[config.mk]
export PLATFORM = sky130hd
export DESIGN_NAME = wb_arbiter2
export DESIGN_NICKNAME = d
export VERILOG_FILES = /design/src/rtl/wb_arbiter2.sv
export SDC_FILE = /design/constraint.sdc
export NUM_CORES = 1
export LEC_CHECK = 0
export CAP_MARGIN = 25
export CORE_AREA = 3 3 119 121
export DETAILED_ROUTE_END_ITERATION = 8
export DIE_AREA = 0 0 122 124
export SYNTH_ARGS = -nofsm -noshare
export SYNTH_HDL_FRONTEND = slang
export SYNTH_SLANG_ARGS = --single-unit
[constraint.sdc]
create_clock -name clock -period 1.9 [get_ports clock]
set_clock_uncertainty 0.2 [all_clocks]
set_input_delay 0.38 -clock clock [delete_from_list [all_inputs] [get_ports clock]]
set_output_delay 0.38 -clock clock [all_outputs]
set_load 0.02 [all_outputs]
[src/rtl/wb_arbiter2.sv]
// Two-master / one-slave Wishbone classic arbiter: round-robin grant, locked for the whole cyc.
// Optional slave watchdog is compiled in with `define WB_ARB_TIMEOUT_EN.
module wb_arbiter2 #(
  parameter int unsigned ADDR_WIDTH     = 32,
  parameter int unsigned DATA_WIDTH     = 32,
  parameter int unsigned TIMEOUT_CYCLES = 255
) (
  input  logic                  clock,
  input  logic                  reset,
  input  logic [DATA_WIDTH-1:0] m0_data_i,
  input  logic [ADDR_WIDTH-1:0] m0_addr_i,
  input  logic                  m0_cyc_i,
  input  logic                  m0_strobe_i,
  input  logic                  m0_we_i,
  output logic [DATA_WIDTH-1:0] m0_data_o,
  output logic                  m0_ack_o,
  input  logic [DATA_WIDTH-1:0] m1_data_i,
  input  logic [ADDR_WIDTH-1:0] m1_addr_i,
  input  logic                  m1_cyc_i,
  input  logic                  m1_strobe_i,
  input  logic                  m1_we_i,
  output logic [DATA_WIDTH-1:0] m1_data_o,
  output logic                  m1_ack_o,
  output logic [DATA_WIDTH-1:0] s_data_o,
  output logic [ADDR_WIDTH-1:0] s_addr_o,
  output logic                  s_cyc_o,
  output logic                  s_strobe_o,
  output logic                  s_we_o,
  input  logic [DATA_WIDTH-1:0] s_data_i,
  input  logic                  s_ack_i,
  output logic [1:0]            grant,
  output logic                  timeout_flag
);

  typedef enum logic [1:0] {StIdle, StOwn0, StOwn1} state_e;

  state_e r_state, w_state_next;
  logic   r_last_owner, w_last_owner_next;
  logic   w_own0, w_own1;
  logic   w_timeout;

  // Gating with reset drops the slave cycle in the same cycle reset is sampled.
  assign w_own0 = reset && (r_state == StOwn0);
  assign w_own1 = reset && (r_state == StOwn1);
  assign grant  = {r_state == StOwn1, r_state == StOwn0};

`ifdef WB_ARB_TIMEOUT_EN
  localparam int unsigned CntWidth = $clog2(TIMEOUT_CYCLES + 1);
  localparam logic [DATA_WIDTH-1:0] TimeoutData = DATA_WIDTH'(32'hDEADBEEF);

  logic [CntWidth-1:0] r_cnt, w_cnt_inc;
  logic                w_stall;
  logic                r_timeout_flag;

  assign w_stall   = ((w_own0 && m0_strobe_i) || (w_own1 && m1_strobe_i)) && !s_ack_i;
  // w_cnt_inc counts stalled cycles including the current one.
  assign w_cnt_inc = r_cnt + CntWidth'(1);
  assign w_timeout = w_stall && (w_cnt_inc == CntWidth'(TIMEOUT_CYCLES));

  always_ff @(posedge clock) begin
    if (!reset) begin
      r_cnt          <= '0;
      r_timeout_flag <= 1'b0;
    end else begin
      if (w_timeout) begin
        r_timeout_flag <= 1'b1;
      end
      if (w_timeout || s_ack_i || w_state_next == StIdle) begin
        r_cnt <= '0;
      end else if (w_stall) begin
        r_cnt <= w_cnt_inc;
      end
    end
  end

  assign timeout_flag = r_timeout_flag;
`else
  assign w_timeout    = 1'b0;
  assign timeout_flag = 1'b0;
`endif

  always_ff @(posedge clock) begin
    if (!reset) begin
      r_state      <= StIdle;
      r_last_owner <= 1'b1;
    end else begin
      r_state      <= w_state_next;
      r_last_owner <= w_last_owner_next;
    end
  end

  always_comb begin
    w_state_next      = r_state;
    w_last_owner_next = r_last_owner;
    case (r_state)
      StIdle: begin
        if (m0_cyc_i && m1_cyc_i) begin
          w_state_next = r_last_owner ? StOwn0 : StOwn1;
        end else if (m0_cyc_i) begin
          w_state_next = StOwn0;
        end else if (m1_cyc_i) begin
          w_state_next = StOwn1;
        end
        if (w_state_next == StOwn0) begin
          w_last_owner_next = 1'b0;
        end else if (w_state_next == StOwn1) begin
          w_last_owner_next = 1'b1;
        end
      end
      StOwn0: begin
        if (!m0_cyc_i || w_timeout) begin
          w_state_next = StIdle;
        end
      end
      StOwn1: begin
        if (!m1_cyc_i || w_timeout) begin
          w_state_next = StIdle;
        end
      end
      default: w_state_next = StIdle;
    endcase
  end

  always_comb begin
    s_addr_o   = '0;
    s_data_o   = '0;
    s_we_o     = 1'b0;
    s_cyc_o    = 1'b0;
    s_strobe_o = 1'b0;
    m0_ack_o   = 1'b0;
    m1_ack_o   = 1'b0;
    m0_data_o  = s_data_i;
    m1_data_o  = s_data_i;
    if (w_own0) begin
      s_addr_o   = m0_addr_i;
      s_data_o   = m0_data_i;
      s_we_o     = m0_we_i;
      s_cyc_o    = m0_cyc_i;
      s_strobe_o = m0_strobe_i;
      m0_ack_o   = s_ack_i;
    end else if (w_own1) begin
      s_addr_o   = m1_addr_i;
      s_data_o   = m1_data_i;
      s_we_o     = m1_we_i;
      s_cyc_o    = m1_cyc_i;
      s_strobe_o = m1_strobe_i;
      m1_ack_o   = s_ack_i;
    end
`ifdef WB_ARB_TIMEOUT_EN
    // Watchdog fires: abort the slave cycle and hand the owner an error-data ack.
    if (w_timeout) begin
      s_cyc_o    = 1'b0;
      s_strobe_o = 1'b0;
      if (w_own0) begin
        m0_ack_o  = 1'b1;
        m0_data_o = TimeoutData;
      end else begin
        m1_ack_o  = 1'b1;
        m1_data_o = TimeoutData;
      end
    end
`endif
  end

endmodule

==> reports/metrics.yaml <==
grt_pass1_wl_um: 13780
port_buffers: 207
status: "complete, but fails checks"
final_util: 0.3468
setup_viol: 51
r2r_end: "r_last_owner"
htreeDepth: 1
grt_util_met1: 0.1214
synth_area_um2: 2475
crit_fanout: 17
grt_pass1_vias: 2782
drive_above_1_share: 0.2692
route.detailed.drc: 0
synthCells: 327
die-area_um2: 15130
vdd_ir_drop_max_mv: 0.1701
grt.overflow.total: 0
vias_per_cell: 4.533
fin_crit_ns: 1.999
timing.hold.ws_ns: 0.2938
final.setup.tns_ns: -2.337
numCtsBuffers: 3
drt-wirelength-per-cell_um: 17.64
cp-start-kind: "flip-flop"
hp-class: "flip-flop to flip-flop"
ys_types: 24
chipHeight_um: 124
finalMaxSlewViolations: 0
instances_no_fill: 644
critPathArrivalTime_ns: 1.42
grt_max_degree: 68
yosysSeqAreaShare: 0.02427
area_growth_syn_to_layout_pct: 84.83
hold_start: "r_last_owner"
die_x_um: 122
rsz0062_at_grt: "yes"
endpoint_kind: "primary output"
nNetsFinal: 639
synth_nets: 497
timing.final.ws_setup_ns: -0.09914
num_vias: 2919
met3_usage: 0.02498
layout_common_cells: "nand3b_1 (135), clkdlybuf4s50_1 (134), buf_4 (64)"
placed_cells: 618
whs_path_depth: 1
cts_buffer_depth: 2
fmaxAchievable_ghz: 0.5002
ctsHoldBuffers: 0
core_um2: 13190
start_util: 0.1876
top_usage_layer: "met2"
placementRows: 42
final_antenna_net_count: 0
hold_viol: 0
clkLatencyLatePin_ns: 0.23
wl_um: 11360
clkSinkCount: 3
power.density_nw_per_um2: 311.6
dr.pass1.iters: 4
grtUsageMet2: 0.2162
yosys_warnings: 0
layout_commonest_cell: "nand3b_1"
pin_count: 305
r2r-start: "r_state[0]"
ys_ff_latch: 3
r2r_slack_ns: -0.07
grt_use_total: 0.1116
crit_required_ns: 1.32
cts.reportedPaths.clkPinSlew_ns: 0.03
hold_path_end: "r_state[1]"
drt-initial-drc-count: 87
leakagePower_nw: 1.666
cts_root_buf: "clkbuf_16"
path_class: "flip-flop to primary output"
gp_congestion: 0.6827
r2r_cells: 6
finalCritPeriodShare: 1.052
maxCapViolations: 0
antenna_found_initial: 0
tritoncts: "done"
failed_checks: "setup timing"
antennaDiodeCount: 0
synth.avg_cell_area_um2: 7.568
hpwl_um: 6617
## stage by stage
step,total power [W],instance area [um^2],setup WS [ns]
after detailed placement,0.0009361,4159,-0.4484
after global placement,0.0009210,4159,-0.4515
after global routing,0.001501,4574,-0.1591
after floorplan,0.0006836,2475,0.02412
final,0.001426,4574,-0.09914
after CTS,0.001323,4200,-0.1862
## critical path, cell delays in order (launching register included)
cell,delay (ns)
dfxtp_4,0.47
buf_16,0.19
and2b_1,0.20
and3_1,0.18
buf_2,0.15
## worst max path at each step
stage                              from      endpoint  slack (ns)  cells past startpoint
after floorplan                   reset  s_addr_o[11]        0.02                      3
after global placement    m1_addr_i[31]  s_addr_o[31]       -0.45                      4
after detailed placement  m1_addr_i[23]  s_addr_o[23]       -0.45                      4
after CTS                    r_state[1]   s_data_o[0]       -0.19                      4
after global routing         r_state[1]  s_data_o[15]       -0.16                      5
final                        r_state[0]      m1_ack_o        -0.1                      4
## power by group
part / internal [W] / switching [W]
clock: 0.000278 / 0.0000657
sequential: 0.0000687 / 0.0000180
combinational: 0.000607 / 0.000388
## layout make-up
class                           count  area, um^2
Sequential cell                     3       67.56
Inverter                            1       3.754
Fill cell                        1398        8616
Timing Repair Buffer              240        2514
Clock buffer                        4       78.83
Multi-Input combinational cell    220        1690
Tap cell                          176       220.2
## state kept, by name, summed over array words and instances (netlist names)
register	flops
r_last_owner	1
r_state	2
## layer usage
layer | routed length, um | vias up | share of wire
met5 | 0 | - | 0
met4 | 131 | 0 | 0.012
met3 | 910 | 20 | 0.080
met2 | 5739 | 146 | 0.51
met1 | 4580 | 1377 | 0.40
li1 | - | 1376 | -
## what timing repair did
item / CTS / global route
gates resized for setup: 370 / 40
endpoints found under the hold margin: 0 / 0
gates cloned: 3 / 13
pin swaps: 11 / 29
buffers inserted: 1 / 6
endpoints found under the setup margin: 72 / 71
## kinds of logic (layout without fill, tap and decap cells)
logic type      after synthesis  count (layout)  share of synthesized area
compound gates               71              71                     0.2133
fa+ha+maj                     1               1                   0.005055
buf+inv                     104             245                     0.3170
flops                         3               3                    0.02427
mux                           1               1                   0.004550
other cells                   1               1                   0.001515
simple gates                146             146                     0.4343
## Yosys cell counts
library cell | n | share of area
conb_1 | 1 | 0.0015
nor2_1 | 1 | 0.0015
o21ai_0 | 1 | 0.0020
nor2b_1 | 3 | 0.0076
a21oi_1 | 2 | 0.0040
inv_1 | 1 | 0.0015
nand2b_1 | 1 | 0.0025
nand3b_1 | 135 | 0.41
buf_12 | 5 | 0.040
dfxtp_1 | 3 | 0.024
nor3_1 | 1 | 0.0020
buf_4 | 70 | 0.21
buf_8 | 1 | 0.0061
a21boi_1 | 60 | 0.18
buf_2 | 7 | 0.014
a21boi_0 | 7 | 0.021
nand2_1 | 2 | 0.0030
and3_1 | 2 | 0.0051
mux2_2 | 1 | 0.0045
and2b_1 | 1 | 0.0030
clkbuf_1 | 16 | 0.024
ha_1 | 1 | 0.0051
buf_6 | 4 | 0.018
o311a_1 | 1 | 0.0040
Power figures use the tool's default switching activity.
==> variant 1: new RTL, config.mk and constraints unchanged <==
Add a define of `WB_ARB_TIMEOUT_EN`.
--- a/src/rtl/wb_arbiter2.sv
+++ b/src/rtl/wb_arbiter2.sv
@@ -1,5 +1,7 @@
 // Two-master / one-slave Wishbone classic arbiter: round-robin grant, locked for the whole cyc.
 // Optional slave watchdog is compiled in with `define WB_ARB_TIMEOUT_EN.
+`define WB_ARB_TIMEOUT_EN
+
 module wb_arbiter2 #(
   parameter int unsigned ADDR_WIDTH     = 32,
   parameter int unsigned DATA_WIDTH     = 32,
Formal check against the unedited RTL: no difference found for any inputs over 4 cycles, from zero or initial values and one cycle with reset low; that may be too few to reach the edited logic, so the function may still have changed.
==> variant 1 against the original RTL <==
The run still ends with setup timing left; via count rose by 24%; sequential power grew to 3.1 times the old value; die area unchanged; sequential cell count rose by 9; setup slack got worse by 880 ps; routed wire length rose by 37%; area after synthesis down 22%; design area increased by 58%; total power grew 70%.
==> variant 1: results (changes against the original RTL) <==
metric,value,unit,change
outcome,finished with violations,,
violated checks,setup timing,,
worst setup margin,-975,ps,-876 ps
top cell types by occurrence after synthesis,"a22o_1, or2_1, nor2b_1, nor2_1",,
GRT Util Overall,15.9,%,+4.8 points
XOR/XNOR share of the synthesized area,3.18,%,+3.2 points
Final Net Count,822,,+29%
Critical Path Max Stage Delay,360,ps,-110 ps
hpwl dp,11.3,mm,+70%
setup tns final,-97930,ps,-95590 ps
Psw,796,µW,+69%
first-pass GRT wire length,18.8,mm,+37%
CP max FO,8,,-9
Mapped Avg Cell Area,7.87,µm²,+4.0%
R2R Path Start,r_cnt[0],,
placed cells,753,,+22%
Mapped Nets,417,,-16%
synth top area cells,"a22o_1, or2_1, dfxtp_1",,
antenna violations before repair,1,,+1
Final Non-Filler Cells,826,,+28%
vias in the first global route,3468,,+25%
post-synthesis sequential area ratio,12.5,%,+10 points
post-DR vias/cell,4.38,,-3.4%
Hold WS,256,ps,-37.8 ps
reg-to-reg endpoint,r_cnt[1],,
DR iter-0 viols,93,,+6.9%
Register-to-Register Path Depth,13,,+7
clk slew on worst S/H paths,50,ps,+20 ps
RD Place Congestion,0.763,,+12%
Worst Hold End,timeout_flag,,
fillcell total,1159,,-17%
share of cells above drive strength 1,57.5,%,+31 points
final WL,15.5,mm,+37%
sequential cell area,253,µm²,+270%
largest net degree at the start of global routing,32,,-53%
post-synthesis mux area share,0.584,%,+0.13 points
distinct cell type count after synthesis,37,,+54%
Finish-stage setup viols,145,,+180%
port bufs,304,,+47%
top flop regs,"r_cnt (8), r_state (2)",,
adder-cell area share of the yosys netlist,1.95,%,+1.4 points
CP top delay family,buffers and inverters,,
reg2reg setup slack,-580,ps,-510 ps
-- variant 1: changes by cell type after synthesis, moves of 7 or more --
cell      change
nor2b_1      +15
dfxtp_1       +9
a21boi_0      -7
a22o_1       +65
nor2_1       +15
buf_4        -70
a21boi_1     -60
or2_1        +48
nand3b_1    -133
-- variant 1: stage by stage --
step           total power (µW)  setup slack, ps
2_1_floorplan               881             -502
3_3_place_gp               1690            -1420
3_5_place_dp               1700            -1450
4_1_cts                    2100             -994
5_1_grt                    2530            -1050
6_report                   2420             -975
-- variant 1: kinds of logic (layout without fill, tap and decap cells) --
kind of cell,Yosys count,in the layout
mux,1,1
compound gates,85,85
xor+xnor,7,7
other cells,0,1
flops,12,12
simple gates,110,110
buf+inv,27,431
fa+ha+maj,3,3
-- variant 1: worst max path at each step --
| stage | from | to | slack (ps) | depth (start not counted) |
|---|---|---|---|---|
| final | r_cnt[0] | m0_data_o[29] | -970 | 12 |
| after global routing | r_cnt[0] | m0_data_o[22] | -1050 | 12 |
| after CTS | r_cnt[0] | m0_data_o[22] | -990 | 11 |
| after detailed placement | s_ack_i | m1_data_o[5] | -1450 | 8 |
| after global placement | s_ack_i | m1_data_o[5] | -1420 | 8 |
| after floorplan | r_state[0] | m0_data_o[0] | -500 | 7 |
-- variant 1: repair_timing --
| action | in CTS | in global routing |
|---|---|---|
| setup buffers | 11 | 50 |
| cloned | 3 | 10 |
| pin swaps | 11 | 35 |
| setup endpoints to repair | 147 | 147 |
| gates resized for setup | 506 | 390 |
-- variant 1: power groups by stage --
stage | Combinational, µW | Clock (µW) | Sequential [µW]
2_1_floorplan | 608 | 0 | 273
3_3_place_gp | 1420 | 0 | 275
3_5_place_dp | 1420 | 0 | 275
4_1_cts | 1390 | 444 | 270
5_1_grt | 1800 | 461 | 273
6_report | 1710 | 443 | 272
-- variant 1: per-layer routing --
metal	vias to the layer above	global-route usage [%]	part of all wire (%)
met2	193	31.0	55
li1	1725	-	-
met4	0	1.47	0.88
met1	1692	18.0	36
met3	8	4.09	8.3
met5	-	0	0
-- variant 1: worst register-to-register path: cells and delay by family, from the launching register on --
kind / cells / cell delay [ps]
buffers and inverters: 8 / 880
DFF: 1 / 350
muxes: 1 / 280
adders and majority gates: 1 / 170
AOI/OAI and AO/OA: 3 / 490
-- variant 1: cell type report --
cell class,instances,share of cell area [%]
antenna,1,0.0347
clock buffer,4,1.23
inverter,4,0.243
multi-input combinational,206,29.1
sequential,12,3.50
tap,176,3.05
timing repair buffer,423,62.8
==> variant 2: new RTL, same flow settings <==
Without the edit above. The parameter `ADDR_WIDTH` goes from 32 to 28.
--- a/src/rtl/wb_arbiter2.sv
+++ b/src/rtl/wb_arbiter2.sv
@@ -1,7 +1,7 @@
 // Two-master / one-slave Wishbone classic arbiter: round-robin grant, locked for the whole cyc.
 // Optional slave watchdog is compiled in with `define WB_ARB_TIMEOUT_EN.
 module wb_arbiter2 #(
-  parameter int unsigned ADDR_WIDTH     = 32,
+  parameter int unsigned ADDR_WIDTH     = 28,
   parameter int unsigned DATA_WIDTH     = 32,
   parameter int unsigned TIMEOUT_CYCLES = 255
 ) (
Interface: changed (resized m0_addr_i, m1_addr_i and s_addr_o); port bits go from 305 to 293. The function was not compared with the original's and may differ.
==> variant 2 against the original RTL <==
The run still ends with setup timing left; sequential power is 4.3% lower; die area stayed put; sequential share of layout area is 0.061 points higher; total power is 3.8% lower; sequential cell count stayed put; fmax is 1.3% higher; first-iteration DRC count is 1.1% higher; design area is 3.9% lower; area after synthesis is 7.0% lower; clock power is 3% lower; routed wire length is 11% lower; hold slack worse by 14 ps; setup slack better by 26 ps; largest power group unchanged.
==> variant 2: results (changes against the original RTL) <==
metric,value,unit,change
Final Net Count,611,,-4.4%
distinct cell type count after synthesis,22,,-8.3%
largest net degree at the start of global routing,44,,-35%
outcome,finished with violations,,
Worst VDD drop,0.294,mV,+73%
post-synthesis sequential area ratio,2.61,%,+0.18 points
hpwl dp,6.63,mm,+0.24%
Avg WL per Cell,16.1,µm,-8.6%
fillcell total,1412,,+1.0%
RD Place Congestion,0.695,,+1.8%
synth top area cells,"nand3b_1, buf_4, a21boi_0",,
Critical Path AT,1880,ps,+460 ps
top cell types by occurrence after synthesis,"nand3b_1, buf_4, a21boi_0, a21boi_1, clkbuf_1",,
DR iter-0 viols,88,,+1.1%
setup tns final,-1610,ps,+730 ps
Mapped Avg Cell Area,7.38,µm²,-2.5%
share of cells above drive strength 1,28.1,%,+1.2 points
port bufs,195,,-5.8%
met3 global-route usage,3.00,%,+0.50 points
Finish-stage setup viols,42,,-18%
routed vias,2765,,-5.3%
Leak,0.00161,µW,-3.6%
CP max FO,8,,-9
final WL,10.1,mm,-11%
worst setup margin,-72.7,ps,+26.4 ps
first-pass GRT wire length,14.4,mm,+4.4%
violated checks,setup timing,,
Mapped Nets,474,,-4.6%
placed cells,600,,-2.9%
GRT Util Overall,11.8,%,+0.63 points
met2 Use GR,22.3,%,+0.73 points
[variant 2: path summary, 6_finish.rpt]
path                     start           end  slack (ps)  cells after the start
hold / removal    r_last_owner    r_state[1]         280                      1
hold reg to reg   r_last_owner    r_state[1]         280                      1
setup / recovery    r_state[1]  r_last_owner         -70                      7
setup reg to reg    r_state[1]  r_last_owner         -70                      7
[variant 2: through the flow]
stage / instance area, µm² / setup slack (ps) / total power, µW / utilization [%]
3_3_place_gp: 4020 / -561 / 897 / 30.5
2_1_floorplan: 2310 / 9.73 / 635 / -
4_1_cts: 4320 / -116 / 1370 / 32.8
3_5_place_dp: 4020 / -552 / 911 / 30.5
6_report: 4390 / -72.7 / 1370 / 33.3
5_1_grt: 4390 / -139 / 1450 / 33.3
[variant 2: cells by family after synthesis]
family,after synthesis,share of synthesized area [%]
other,1,0.163
multiplexers,1,0.489
adder cells (fa/ha/maj),1,0.543
AO/OA/AOI/OAI,67,21.6
flip-flops,3,2.61
AND/OR/NAND/NOR,138,44.0
buffers and inverters,101,30.5
[variant 2: routing by layer]
layer / vias up / wire, µm
met3: 9 / 932
met4: 0 / 51
met1: 1307 / 4030
met5: - / 0
li1: 1318 / -
met2: 131 / 5050
[variant 2: worst max-delay path, stage by stage, from the launching register on]
cell     delay [ps]
dfxtp_4         440
buf_12          170
buf_16          120
nor2b_4         130
a21oi_2          40
ha_1            300
nor3_2          140
mux2_4          310
[variant 2: repair_timing]
action,4_1_cts,5_1_grt
gates cloned,7,1
setup buffers,14,2
pin swaps,11,11
gates resized for setup,417,33
setup endpoints to repair,68,66
[variant 2: cell type report]
type / count / area (µm²) / area share [%]
Sequential cell: 3 / 67.6 / 1.54
Inverter: 1 / 3.75 / 0.0854
Timing Repair Buffer: 232 / 2410 / 54.9
Tap cell: 176 / 220 / 5.01
Multi-Input combinational cell: 208 / 1610 / 36.7
Clock buffer: 4 / 78.8 / 1.79
[variant 2: report_power, final]
group	switching [µW]	total, µW	leakage (µW)	internal [µW]
logic	365	956	0.00154	592
clock network	55.8	333	0.0000382	277
registers	14.3	83.0	0.0000261	68.7
total	435	1370	0.00161	937
